File: src/rtl/sync_fifo_flags_if.sv
// Handshake bundle for sync_fifo_flags: write/read requests, data, occupancy and status flags.
// The master side is the FIFO user; the slave side is the FIFO itself.
interface sync_fifo_flags_if #(
  parameter int DATA_WIDTH = 8,
  parameter int ADDR_WIDTH = 4
);

  logic                  w_inc;
  logic [DATA_WIDTH-1:0] w_data;
  logic                  w_full;
  logic                  w_afull;
  logic                  r_inc;
  logic [DATA_WIDTH-1:0] r_data;
  logic                  r_empty;
  logic                  r_aempty;
  logic [ADDR_WIDTH:0]   count;
  logic                  err_clr;
  logic                  overflow;
  logic                  underflow;

  modport master (
    output w_inc, w_data, r_inc, err_clr,
    input  w_full, w_afull, r_data, r_empty, r_aempty, count, overflow, underflow
  );

  modport slave (
    input  w_inc, w_data, r_inc, err_clr,
    output w_full, w_afull, r_data, r_empty, r_aempty, count, overflow, underflow
  );

endinterface

File: src/rtl/sync_fifo_flags.sv
// Single-clock FIFO with full/empty/almost flags, occupancy count and sticky error flags.
// Read port is first-word-fall-through (FWFT=1) or a registered read (FWFT=0).
module sync_fifo_flags #(
  parameter int DATA_WIDTH    = 8,
  parameter int ADDR_WIDTH    = 4,
  parameter int AFULL_THRESH  = (2**ADDR_WIDTH) - 2,
  parameter int AEMPTY_THRESH = 2,
  parameter bit FWFT          = 1'b1
) (
  input  logic             clk,
  input  logic             rst_n,
  sync_fifo_flags_if.slave bus
);

  localparam int DEPTH = 2**ADDR_WIDTH;
  localparam int CNT_W = ADDR_WIDTH + 1;

  localparam logic [CNT_W-1:0] DEPTH_LVL  = CNT_W'(DEPTH);
  localparam logic [CNT_W-1:0] AFULL_LVL  = CNT_W'(AFULL_THRESH);
  localparam logic [CNT_W-1:0] AEMPTY_LVL = CNT_W'(AEMPTY_THRESH);

  logic [DATA_WIDTH-1:0] mem [DEPTH];

  logic [CNT_W-1:0] wptr;
  logic [CNT_W-1:0] rptr;
  logic [CNT_W-1:0] occupancy;
  logic             full;
  logic             empty;
  logic             w_accept;
  logic             r_accept;

  // The extra pointer MSB distinguishes full from empty, so the modular
  // difference is the exact occupancy across any number of wraps.
  assign occupancy = wptr - rptr;
  assign full      = (occupancy == DEPTH_LVL);
  assign empty     = (occupancy == '0);

  assign w_accept  = bus.w_inc & ~full;
  assign r_accept  = bus.r_inc & ~empty;

  assign bus.count    = occupancy;
  assign bus.w_full   = full;
  assign bus.r_empty  = empty;
  assign bus.w_afull  = (occupancy >= AFULL_LVL);
  assign bus.r_aempty = (occupancy <= AEMPTY_LVL);

  always_ff @(posedge clk or negedge rst_n) begin
    if (!rst_n) begin
      wptr <= '0;
      rptr <= '0;
    end else begin
      if (w_accept) wptr <= wptr + 1'b1;
      if (r_accept) rptr <= rptr + 1'b1;
    end
  end

  // Storage is deliberately left out of reset; the pointers alone define validity.
  always_ff @(posedge clk) begin
    if (w_accept) mem[wptr[ADDR_WIDTH-1:0]] <= bus.w_data;
  end

  always_ff @(posedge clk or negedge rst_n) begin
    if (!rst_n) begin
      bus.overflow  <= 1'b0;
      bus.underflow <= 1'b0;
    end else begin
      if (bus.w_inc && full)       bus.overflow <= 1'b1;
      else if (bus.err_clr)        bus.overflow <= 1'b0;
      if (bus.r_inc && empty)      bus.underflow <= 1'b1;
      else if (bus.err_clr)        bus.underflow <= 1'b0;
    end
  end

  generate
    if (FWFT) begin : g_fwft_read
      // Head word is visible once its write edge has moved the pointers, never earlier.
      assign bus.r_data = mem[rptr[ADDR_WIDTH-1:0]];
    end else begin : g_reg_read
      always_ff @(posedge clk or negedge rst_n) begin
        if (!rst_n)        bus.r_data <= '0;
        else if (r_accept) bus.r_data <= mem[rptr[ADDR_WIDTH-1:0]];
      end
    end
  endgenerate

endmodule

File: src/flat_wrapper.sv
// flat-port wrapper written by rule: the top's interface ports become plain ports
module sync_fifo_flags_flat 
#(
  parameter int DATA_WIDTH    = 8,
  parameter int ADDR_WIDTH    = 4,
  parameter int AFULL_THRESH  = (2**ADDR_WIDTH) - 2,
  parameter int AEMPTY_THRESH = 2,
  parameter bit FWFT          = 1'b1
)
  (clk, rst_n, bus_w_inc, bus_w_data, bus_r_inc, bus_err_clr, bus_w_full, bus_w_afull, bus_r_data, bus_r_empty, bus_r_aempty, bus_count, bus_overflow, bus_underflow);
  sync_fifo_flags_if #(.DATA_WIDTH(DATA_WIDTH), .ADDR_WIDTH(ADDR_WIDTH)) bus_i ();
  input  logic clk;
  input  logic rst_n;
  input wire logic [$bits(bus_i.w_inc)-1:0] bus_w_inc;
  input wire logic [$bits(bus_i.w_data)-1:0] bus_w_data;
  input wire logic [$bits(bus_i.r_inc)-1:0] bus_r_inc;
  input wire logic [$bits(bus_i.err_clr)-1:0] bus_err_clr;
  output wire logic [$bits(bus_i.w_full)-1:0] bus_w_full;
  output wire logic [$bits(bus_i.w_afull)-1:0] bus_w_afull;
  output wire logic [$bits(bus_i.r_data)-1:0] bus_r_data;
  output wire logic [$bits(bus_i.r_empty)-1:0] bus_r_empty;
  output wire logic [$bits(bus_i.r_aempty)-1:0] bus_r_aempty;
  output wire logic [$bits(bus_i.count)-1:0] bus_count;
  output wire logic [$bits(bus_i.overflow)-1:0] bus_overflow;
  output wire logic [$bits(bus_i.underflow)-1:0] bus_underflow;
  assign bus_i.w_inc = bus_w_inc;
  assign bus_i.w_data = bus_w_data;
  assign bus_i.r_inc = bus_r_inc;
  assign bus_i.err_clr = bus_err_clr;
  assign bus_w_full = bus_i.w_full;
  assign bus_w_afull = bus_i.w_afull;
  assign bus_r_data = bus_i.r_data;
  assign bus_r_empty = bus_i.r_empty;
  assign bus_r_aempty = bus_i.r_aempty;
  assign bus_count = bus_i.count;
  assign bus_overflow = bus_i.overflow;
  assign bus_underflow = bus_i.underflow;
  sync_fifo_flags #(.DATA_WIDTH(DATA_WIDTH), .ADDR_WIDTH(ADDR_WIDTH), .AFULL_THRESH(AFULL_THRESH), .AEMPTY_THRESH(AEMPTY_THRESH), .FWFT(FWFT)) u_core (.clk(clk), .rst_n(rst_n), .bus(bus_i));
endmodule
File: config.mk
export PLATFORM = sky130hd
export DESIGN_NAME = sync_fifo_flags_flat
export DESIGN_NICKNAME = d
export VERILOG_FILES = /design/src/rtl/sync_fifo_flags_if.sv /design/src/rtl/sync_fifo_flags.sv /design/src/flat_wrapper.sv
export SDC_FILE = /design/constraint.sdc
export NUM_CORES = 1
export LEC_CHECK = 0
export ABC_AREA = 1
export BUFFER_PORTS_ARGS = -buffer_cell sky130_fd_sc_hd__buf_2
export CAP_MARGIN = 25
export CORE_UTILIZATION = 50
export DETAILED_ROUTE_END_ITERATION = 6
export MAX_ROUTING_LAYER = met4
export PLACE_DENSITY = 0.67
export SETUP_SLACK_MARGIN = 0.4
export SLEW_MARGIN = 5
export SYNTH_ARGS = -nofsm -noshare
export SYNTH_HDL_FRONTEND = slang
export SYNTH_SLANG_ARGS = --single-unit
export TNS_END_PERCENT = 100
File: constraint.sdc
create_clock -name clk -period 8.75 [get_ports clk]
set_clock_uncertainty 0.1 [all_clocks]
set_input_delay 1.75 -clock clk [delete_from_list [all_inputs] [get_ports clk]]
set_output_delay 1.75 -clock clk [all_outputs]
set_load 0.01 [all_outputs]
---- After elaboration in Yosys (flattened, before gate mapping) ----
Memory sizes are Yosys's and may differ from the RTL's.
Index checks and enable logic that the tools add are counted.
Widths: inputs -> output; s select.
operators by class
  multiplexer cells ....................... 5
  $add $sub $neg .......................... 3
  $lt $le $gt $ge ......................... 2
  bitwise logic cells ..................... 4
  reductions and logical operators ........ 5
  eq/ne operators ......................... 1
operators with widths
  kind                 count
  $add 5x1->5 const B  2
  $eq 5x5->1 const B   1
  $ge 5x4->1 const B   1
  $le 5x2->1 const B   1
  $logic_not 5->1      1
  $mux 1               5
  $sub 5x5->5          1
  $reduce_bool 2->1    2
  $and 1x1->1          2
  $logic_and 1x1->1    2
  $not 1->1            2
storage, ports and cells
  memories kept ........................... 1
  RAM bits ................................ 128
  input port bits ......................... 13
  word-level logic and storage cells ...... 25
  register bits ........................... 12
  output and inout port bits .............. 19
memories
  name        depth  bits a word  read ports  clocked after memory_dff  write ports  line                   source
  u_core.mem  16     8            1           0                         1            sync_fifo_flags.sv:22  logic [DATA_WIDTH-1:0] mem [DEPTH];

---- Depth between registers and ports, before layout ----
Gate-level depths: netlist (run 1).
  depth after elaboration ................. 6
  gate-level depth with buffers ........... 14

---- Worst setup path before layout (run 1) ----
Ideal clock, no wire load.
  path type ............................... flip-flop to output port
  from .................................... reg u_core.rptr[1]
  to ...................................... out bus_w_full
  slack ................................... 4907 ps
  required time ........................... 6900 ps
  arrival ................................. 1993 ps
  path buffers ............................ 1
  stages on the path, launching flop included .. 9
  path through ............................ dfrtp_1 > inv_1 > clkbuf_1 > fa_1 > nor2_1 > inv_1 > nor2_2 > nand2_2 > inv_1
between the ends
  longest elaborated chain between the ends .. 2
RTL lines
  what                    line                   source
  start, declared         sync_fifo_flags.sv:25  logic [CNT_W-1:0] rptr;
  start signal, assigned  sync_fifo_flags.sv:53  if (r_accept) rptr <= rptr + 1'b1;
  $sub 5x5->5             sync_fifo_flags.sv:34  assign occupancy = wptr - rptr;
  named net bus_count[1]  flat_wrapper.sv:23     output wire logic [$bits(bus_i.count)-1:0] bus_count;
  $eq 5x5->1              sync_fifo_flags.sv:35  assign full = (occupancy == DEPTH_LVL);
  end, declared           flat_wrapper.sv:18     output wire logic [$bits(bus_i.w_full)-1:0] bus_w_full;
The timed path passes the listed nets, and every way through them passes these cells.

---- Worst setup path in the final report (run 1) ----
  from .................................... reg u_core.rptr[1]
  to ...................................... out bus_w_full
between the ends
  longest elaborated chain between the ends .. 2
RTL lines
  what         line
  $sub 5x5->5  sync_fifo_flags.sv:34
  $eq 5x5->1   sync_fifo_flags.sv:35
No other way between the ends.

==> results.json, run 1 <==
{
  "hold_path.class": "reg2reg",
  "ir_drop_v": 0.000156,
  "hold-worst-slack_ps": 391,
  "setup.reg_to_reg.worst_slack_ps": 4700,
  "tritoncts.num_buffers": 17,
  "clock_tree_from_tritoncts": "done",
  "dieWidth_um": 112,
  "global_route_wire_length_before_repair_mm": 20.4,
  "maxCapViolCount": 0,
  "synth.lib_cells_used.distinct": 25,
  "share_of_the_clock_period_used_by_the_worst_path_pct": 58.3,
  "cts_buffer_depth": 2,
  "netlist_top_cells_area": "sky130_fd_sc_hd__edfxtp_1, sky130_fd_sc_hd__nor2_1, sky130_fd_sc_hd__o21ai_0",
  "vias": 4024,
  "placed_cell_area_um2": 6240,
  "achievable-frequency_mhz": 196,
  "violated_checks": "design-rule violations",
  "drt_pass1_iterations": 7,
  "outcome": "complete, but fails checks",
  "timing.final.max_slew_violations": 0,
  "synth_largest_area_cell": "sky130_fd_sc_hd__edfxtp_1",
  "finalCriticalPeriod_ps": 5100,
  "worst_ep_arrival_time_ps": 3250,
  "synth-seq-cells": 140,
  "proportion_of_netlist_area_held_by_the_largest_area_contributor_pct": 63.9,
  "worst_setup_hold_path_clk_slew_ps": 60,
  "area_growth_syn_to_layout_pct": 13.7,
  "worst_r2r_startpoint": "u_core.rptr[1]$_DFFE_PN0P_",
  "worst_slew_margin_rel_pct": 25.4,
  "grt_remaining_overflow": 0,
  "post_synth.cell_area_avg_um2": 11.9,
  "endpoint": "bus_w_full",
  "nNetsFinal": 554,
  "die-area_um2": 12500,
  "pin_count": 32,
  "drc_errors": 3,
  "cp-startpoint": "u_core.rptr[1]$_DFFE_PN0P_",
  "post-cts-setup-buffer-count": 0,
  "start_util_pct": 52.0,
  "worst-setup-path-type": "reg2out",
  "grt_setup_unrepaired": "no",
  "ff_latch_area_um2": 4150,
  "htree_num_levels": 4,
  "detail-route-antenna-nets": 0,
  "finalWeightedCongestion": 0.818,
  "powerDensity_nw_per_um2": 374,
  "grt_max_degree": 70,
  "layout_setup_ws_ps": 3650,
  "r2r_end": "u_core.mem[11][0]$_DFFE_PP_",
  "clock_latency_ps": 410,
  "synth_nets": 528,
  "worst_case_reg_to_reg_path_depth": 10,
  "antenna_cells": 0,
  "setup_tns_ps": 0,
  "worstPathMaxFanout": 39,
  "placed_wire_length_estimate_after_detailed_placement_mm": 7.92,
  "fp-row-count": 39,
  "worst_slew_pin_slew_ps": 1110,
  "postSynth.topFlopCell": "sky130_fd_sc_hd__edfxtp_1",
  "antenna_found_initial": 0,
  "cts.sink_count": 140,
  "postRouteWirelength_mm": 13.1,
  "wl_per_cell_um": 19.1,
  "cellLeakagePower_nw": 2.46,
  "buffer_ports.inserted": 31,
  "beginning_of_the_worst_hold_path": "u_core.wptr[4]$_DFFE_PN0P_",
  "filler_cell_count": 896,
  "design_power_total_mw": 2.55,
  "synth_common_cells": "sky130_fd_sc_hd__edfxtp_1, sky130_fd_sc_hd__nor2_1, sky130_fd_sc_hd__o21ai_0",
  "multi_input_area_um2": 1650,
  "synth.cell_area_um2": 6010,
  "worstSetupStartpointType": "register",
  "postSynth.asyncResetShare_pct": 8.57,
  "number_of_global_route_vias_before_repair": 3731,
  "synth.yosys.seq_area_share_pct": 68.9,
  "final_design_area_no_fill_um2": 6840,
  "syn-instance-count": 505,
  "grt_use_total_pct": 23.1,
  "ctsResizeCount": 0,
  "drive_gt1_share_pct": 14.0,
  "worstSetupEndpointType": "output port",
  "timing.critical_path.required_ps": 6900,
  "synth.yosys.warnings": 0,
  "synth-edff-count": 128,
  "root_buffer": "sky130_fd_sc_hd__clkbuf_16",
  "final_hold_viol_count": 0,
  "final-setup-viol-count": 0,
  "die_height_um": 112,
  "placement.setup.worst_slack_ps": 4150,
  "synth.most_common_cell": "sky130_fd_sc_hd__edfxtp_1",
  "detail_route.iter0.violations": 612,
  "viasPerCell": 5.86,
  "core-area_um2": 11600,
  "ctsHoldBuffers": 0
}
==> layout make-up <==
| class | count | share of cell area, % |
|---|---|---|
| clock buffers | 17 | 6.22 |
| clock inverters | 15 | 2.47 |
| inverters | 25 | 1.37 |
| multi-input cells | 313 | 24.1 |
| flip-flops and latches | 140 | 60.6 |
| well taps | 143 | 2.62 |
| repair buffers | 34 | 2.60 |
==> layout by cell type, fill, tap and decap left out, types with 2 or more instances in the layout <==
cell / count
sky130_fd_sc_hd__clkbuf_16: 17
sky130_fd_sc_hd__nor2_2: 3
sky130_fd_sc_hd__nand2_2: 2
sky130_fd_sc_hd__inv_1: 23
sky130_fd_sc_hd__clkinv_2: 2
sky130_fd_sc_hd__buf_2: 31
sky130_fd_sc_hd__o22ai_1: 9
sky130_fd_sc_hd__o221ai_1: 16
sky130_fd_sc_hd__a21oi_1: 3
sky130_fd_sc_hd__xor2_1: 6
sky130_fd_sc_hd__nand2_4: 2
sky130_fd_sc_hd__clkinv_1: 3
sky130_fd_sc_hd__dfrtp_1: 11
sky130_fd_sc_hd__inv_2: 2
sky130_fd_sc_hd__nand3_1: 27
sky130_fd_sc_hd__edfxtp_1: 128
sky130_fd_sc_hd__ha_1: 9
sky130_fd_sc_hd__o211ai_1: 16
sky130_fd_sc_hd__bufinv_16: 3
sky130_fd_sc_hd__buf_4: 3
sky130_fd_sc_hd__inv_6: 4
sky130_fd_sc_hd__clkinvlp_4: 3
sky130_fd_sc_hd__o21ai_0: 66
sky130_fd_sc_hd__nand2_1: 58
sky130_fd_sc_hd__nor2_1: 92
==> critical path: stages (launching register included) <==
cell                      delay (ps)
sky130_fd_sc_hd__dfrtp_1         940
sky130_fd_sc_hd__inv_1           190
sky130_fd_sc_hd__buf_4           320
sky130_fd_sc_hd__fa_1            570
sky130_fd_sc_hd__nor2_1          250
sky130_fd_sc_hd__inv_1            90
sky130_fd_sc_hd__nor2_2          120
sky130_fd_sc_hd__nand2_2         120
sky130_fd_sc_hd__inv_1            90
sky130_fd_sc_hd__buf_2           120
==> power breakdown <==
part           total (mW)  internal [mW]  switching [mW]
Combinational       0.954          0.312           0.643
Clock               0.716          0.447           0.270
Sequential          0.884          0.814          0.0700
==> registers in the layout, summed over array words and instances, names as in the netlist <==
register and flops:
u_core.wptr 5, u_core.bus.underflow 1, u_core.mem 128, u_core.rptr 5, u_core.bus.overflow 1
==> per-layer routing <==
| layer | wire, um | track usage (%) | share of wire, % |
|---|---|---|---|
| met5 | 0 | - | 0 |
| met4 | 306 | 10.1 | 2.3 |
| met3 | 960 | 6.10 | 7.3 |
| met2 | 6330 | 35.2 | 48 |
| met1 | 5530 | 29.4 | 42 |
==> how the worst min path moves through the flow <==
stage | end | cells past startpoint
after detailed placement | u_core.wptr[4]$_DFFE_PN0P_ | 2
after CTS | u_core.wptr[4]$_DFFE_PN0P_ | 2
final | u_core.wptr[4]$_DFFE_PN0P_ | 2
after global routing | u_core.wptr[4]$_DFFE_PN0P_ | 2
after floorplan | u_core.wptr[4]$_DFFE_PN0P_ | 2
after global placement | u_core.wptr[4]$_DFFE_PN0P_ | 2
==> logic make-up after synthesis <==
logic type                 Yosys count  share of synthesized area [%]
adders and majority gates           10                           2.21
AOI/OAI and AO/OA                  110                           11.0
buffers and inverters               52                           3.66
DFF                                140                           68.9
xor gates and xnor gates             7                           1.14
and+or+nand+nor                    186                           13.0
==> per-stage QoR <==
step	utilization, %	instances
4_1_cts	59.1	687
5_1_grt	59.1	687
3_3_place_gp	54.0	655
2_1_floorplan	-	505
6_report	59.1	687
3_5_place_dp	54.0	655
Note: power is estimated with default switching activity, not from simulation.
==> run 2: changes to the inputs <==
PLACE_DENSITY = 0.7   (was 0.67)
clock period = 4.29 ns   (was 8.75 ns; I/O delays follow)
==> results.json, run 2 (synthesis results as in run 1) <==
{
  "outcome": "finished clean",
  "crit_path_max_incr_delay_ps": 620,
  "pin_count": 32,
  "tritoncts.num_buffers": 17,
  "layout_common_cells": "sky130_fd_sc_hd__edfxtp_1, sky130_fd_sc_hd__nor2_1, sky130_fd_sc_hd__o21ai_0",
  "area_growth_syn_to_layout_pct": 13.9,
  "timing.critical_path.max_delay_family": "flip-flops",
  "clock_latency_ps": 400,
  "filler_cell_count": 886,
  "worstSetupEndpointType": "output port",
  "worst_ep_arrival_time_ps": 2640,
  "number_of_global_route_vias_before_repair": 3966,
  "post-cts-setup-buffer-count": 0,
  "wl_per_cell_um": 19.3,
  "grt_setup_unrepaired": "no",
  "htree_num_levels": 4,
  "grt_max_degree": 68,
  "worstSetupStartpointType": "register",
  "dp.cells": 664,
  "die-area_um2": 12500,
  "r2r_end": "u_core.mem[9][3]$_DFFE_PP_",
  "core-area_um2": 11600,
  "powerDensity_nw_per_um2": 746,
  "crit_top_cell": "sky130_fd_sc_hd__nand2_2",
  "largest_register_ffs": 128,
  "setup_tns_ps": 0,
  "final-setup-viol-count": 0,
  "dieWidth_um": 112,
  "buffer_ports.inserted": 31,
  "critical-path-slowest-cell": "sky130_fd_sc_hd__dfrtp_1",
  "worst_r2r_startpoint": "u_core.rptr[3]$_DFFE_PN0P_",
  "worst_slew_pin_slew_ps": 747,
  "cts_buffer_depth": 2,
  "antenna_cells": 0,
  "fp-row-count": 39,
  "finalCriticalPeriod_ps": 3600,
  "endpoint": "bus_w_full",
  "worst_path_depth": 10,
  "final_design_area_no_fill_um2": 6850,
  "setup.reg_to_reg.worst_slack_ps": 1060,
  "detail-route-antenna-nets": 0,
  "design_power_total_mw": 5.11,
  "global_route_wire_length_before_repair_mm": 21.4,
  "worst_case_reg_to_reg_path_depth": 9,
  "cp_num_buf_inv": 3,
  "detail_route.iter0.violations": 395,
  "cts.sink_count": 140,
  "drc_errors": 0,
  "grt_remaining_overflow": 0,
  "multi_input_area_um2": 1650,
  "placed_wire_length_estimate_after_detailed_placement_mm": 8.38,
  "worst-setup-path-type": "reg2out",
  "hold_path.class": "in2async",
  "drive_gt1_share_pct": 14.8,
  "finalWeightedCongestion": 0.845,
  "die_height_um": 112,
  "placed_cell_area_um2": 6310,
  "mostFrequentLayoutCell": "sky130_fd_sc_hd__edfxtp_1",
  "vias": 4050,
  "final_hold_viol_count": 0,
  "achievable-frequency_mhz": 278,
  "viasPerCell": 5.82,
  "nNetsFinal": 563,
  "cp-startpoint": "u_core.rptr[3]$_DFFE_PN0P_",
  "worst_slew_margin_rel_pct": 50.0,
  "timing.critical_path.required_ps": 3330,
  "cellLeakagePower_nw": 2.48,
  "maxCapViolCount": 0,
  "root_buffer": "sky130_fd_sc_hd__clkbuf_16",
  "antenna_found_initial": 0,
  "cells_along_the_critical_path": "inv_2 -> ha_1 -> a21oi_1 -> nand2_1 -> nand2_2 -> nand2_4 -> nor2_2 -> nand2_2 -> inv_1 -> buf_2",
  "timing.final.max_slew_violations": 0,
  "clock_tree_from_tritoncts": "done",
  "postRouteWirelength_mm": 13.4,
  "share_of_the_clock_period_used_by_the_worst_path_pct": 83.9,
  "drt_pass1_iterations": 5,
  "grt_use_total_pct": 24.1,
  "ir_drop_v": 0.000344,
  "worstPathMaxFanout": 11,
  "ff_latch_area_um2": 4150,
  "post_layout_nonfiller_instances": 696,
  "worst_setup_hold_path_clk_slew_ps": 60,
  "start_util_pct": 52.0
}
-- run 2: cell types whose count changed in the layout (fill, tap and decap cells not counted), sizes merged --
cell    before  now
buf         34   43
clkbuf      17   19
bufinv       3    1
clkinv       5    9
inv         29   25
-- run 2: power by group --
part           internal (mW)  switching, mW
Clock                  0.787          0.524
Sequential              1.66          0.109
Combinational          0.661           1.37
-- run 2: area by class of cell --
cell class              instances  area share, %
clock inverters                13           1.50
multi-input cells             313           24.0
flip-flops and latches        140           60.6
repair buffers                 43           3.58
clock buffers                  19           6.32
well taps                     143           2.61
inverters                      25           1.37
-- run 2: how the worst min path moves through the flow --
stage	from	to	cells after the start
6_report	rst_n	u_core.bus.underflow$_DFFE_PN0P_	1
5_1_grt	rst_n	u_core.rptr[4]$_DFFE_PN0P_	1
4_1_cts	rst_n	u_core.rptr[4]$_DFFE_PN0P_	1
3_5_place_dp	u_core.wptr[4]$_DFFE_PN0P_	u_core.wptr[4]$_DFFE_PN0P_	2
3_3_place_gp	u_core.rptr[4]$_DFFE_PN0P_	u_core.rptr[4]$_DFFE_PN0P_	2
2_1_floorplan	u_core.wptr[4]$_DFFE_PN0P_	u_core.wptr[4]$_DFFE_PN0P_	2
-- run 2: layer usage --
layer / GRT usage (%) / up-vias / routed length, um
li1: - / 1889 / -
met1: 32.4 / 1964 / 5930
met2: 35.0 / 176 / 6230
met3: 6.59 / 21 / 1080
met4: 9.01 / 0 / 205
met5: - / - / 0
-- run 2: timing repair --
| item | in CTS | in global routing |
|---|---|---|
| hold buffers | 0 | 0 |
| gates resized for setup | 0 | 1 |
| endpoints found under the setup margin | 0 | 1 |
-- run 2: stage by stage --
step	setup WS [ps]	hold WS (ps)	utilization, %
floorplan	1340	363	-
global placement	1140	384	54.6
detailed placement	983	385	54.6
CTS	583	215	59.2
global route	484	230	59.2
finish	689	221	59.2
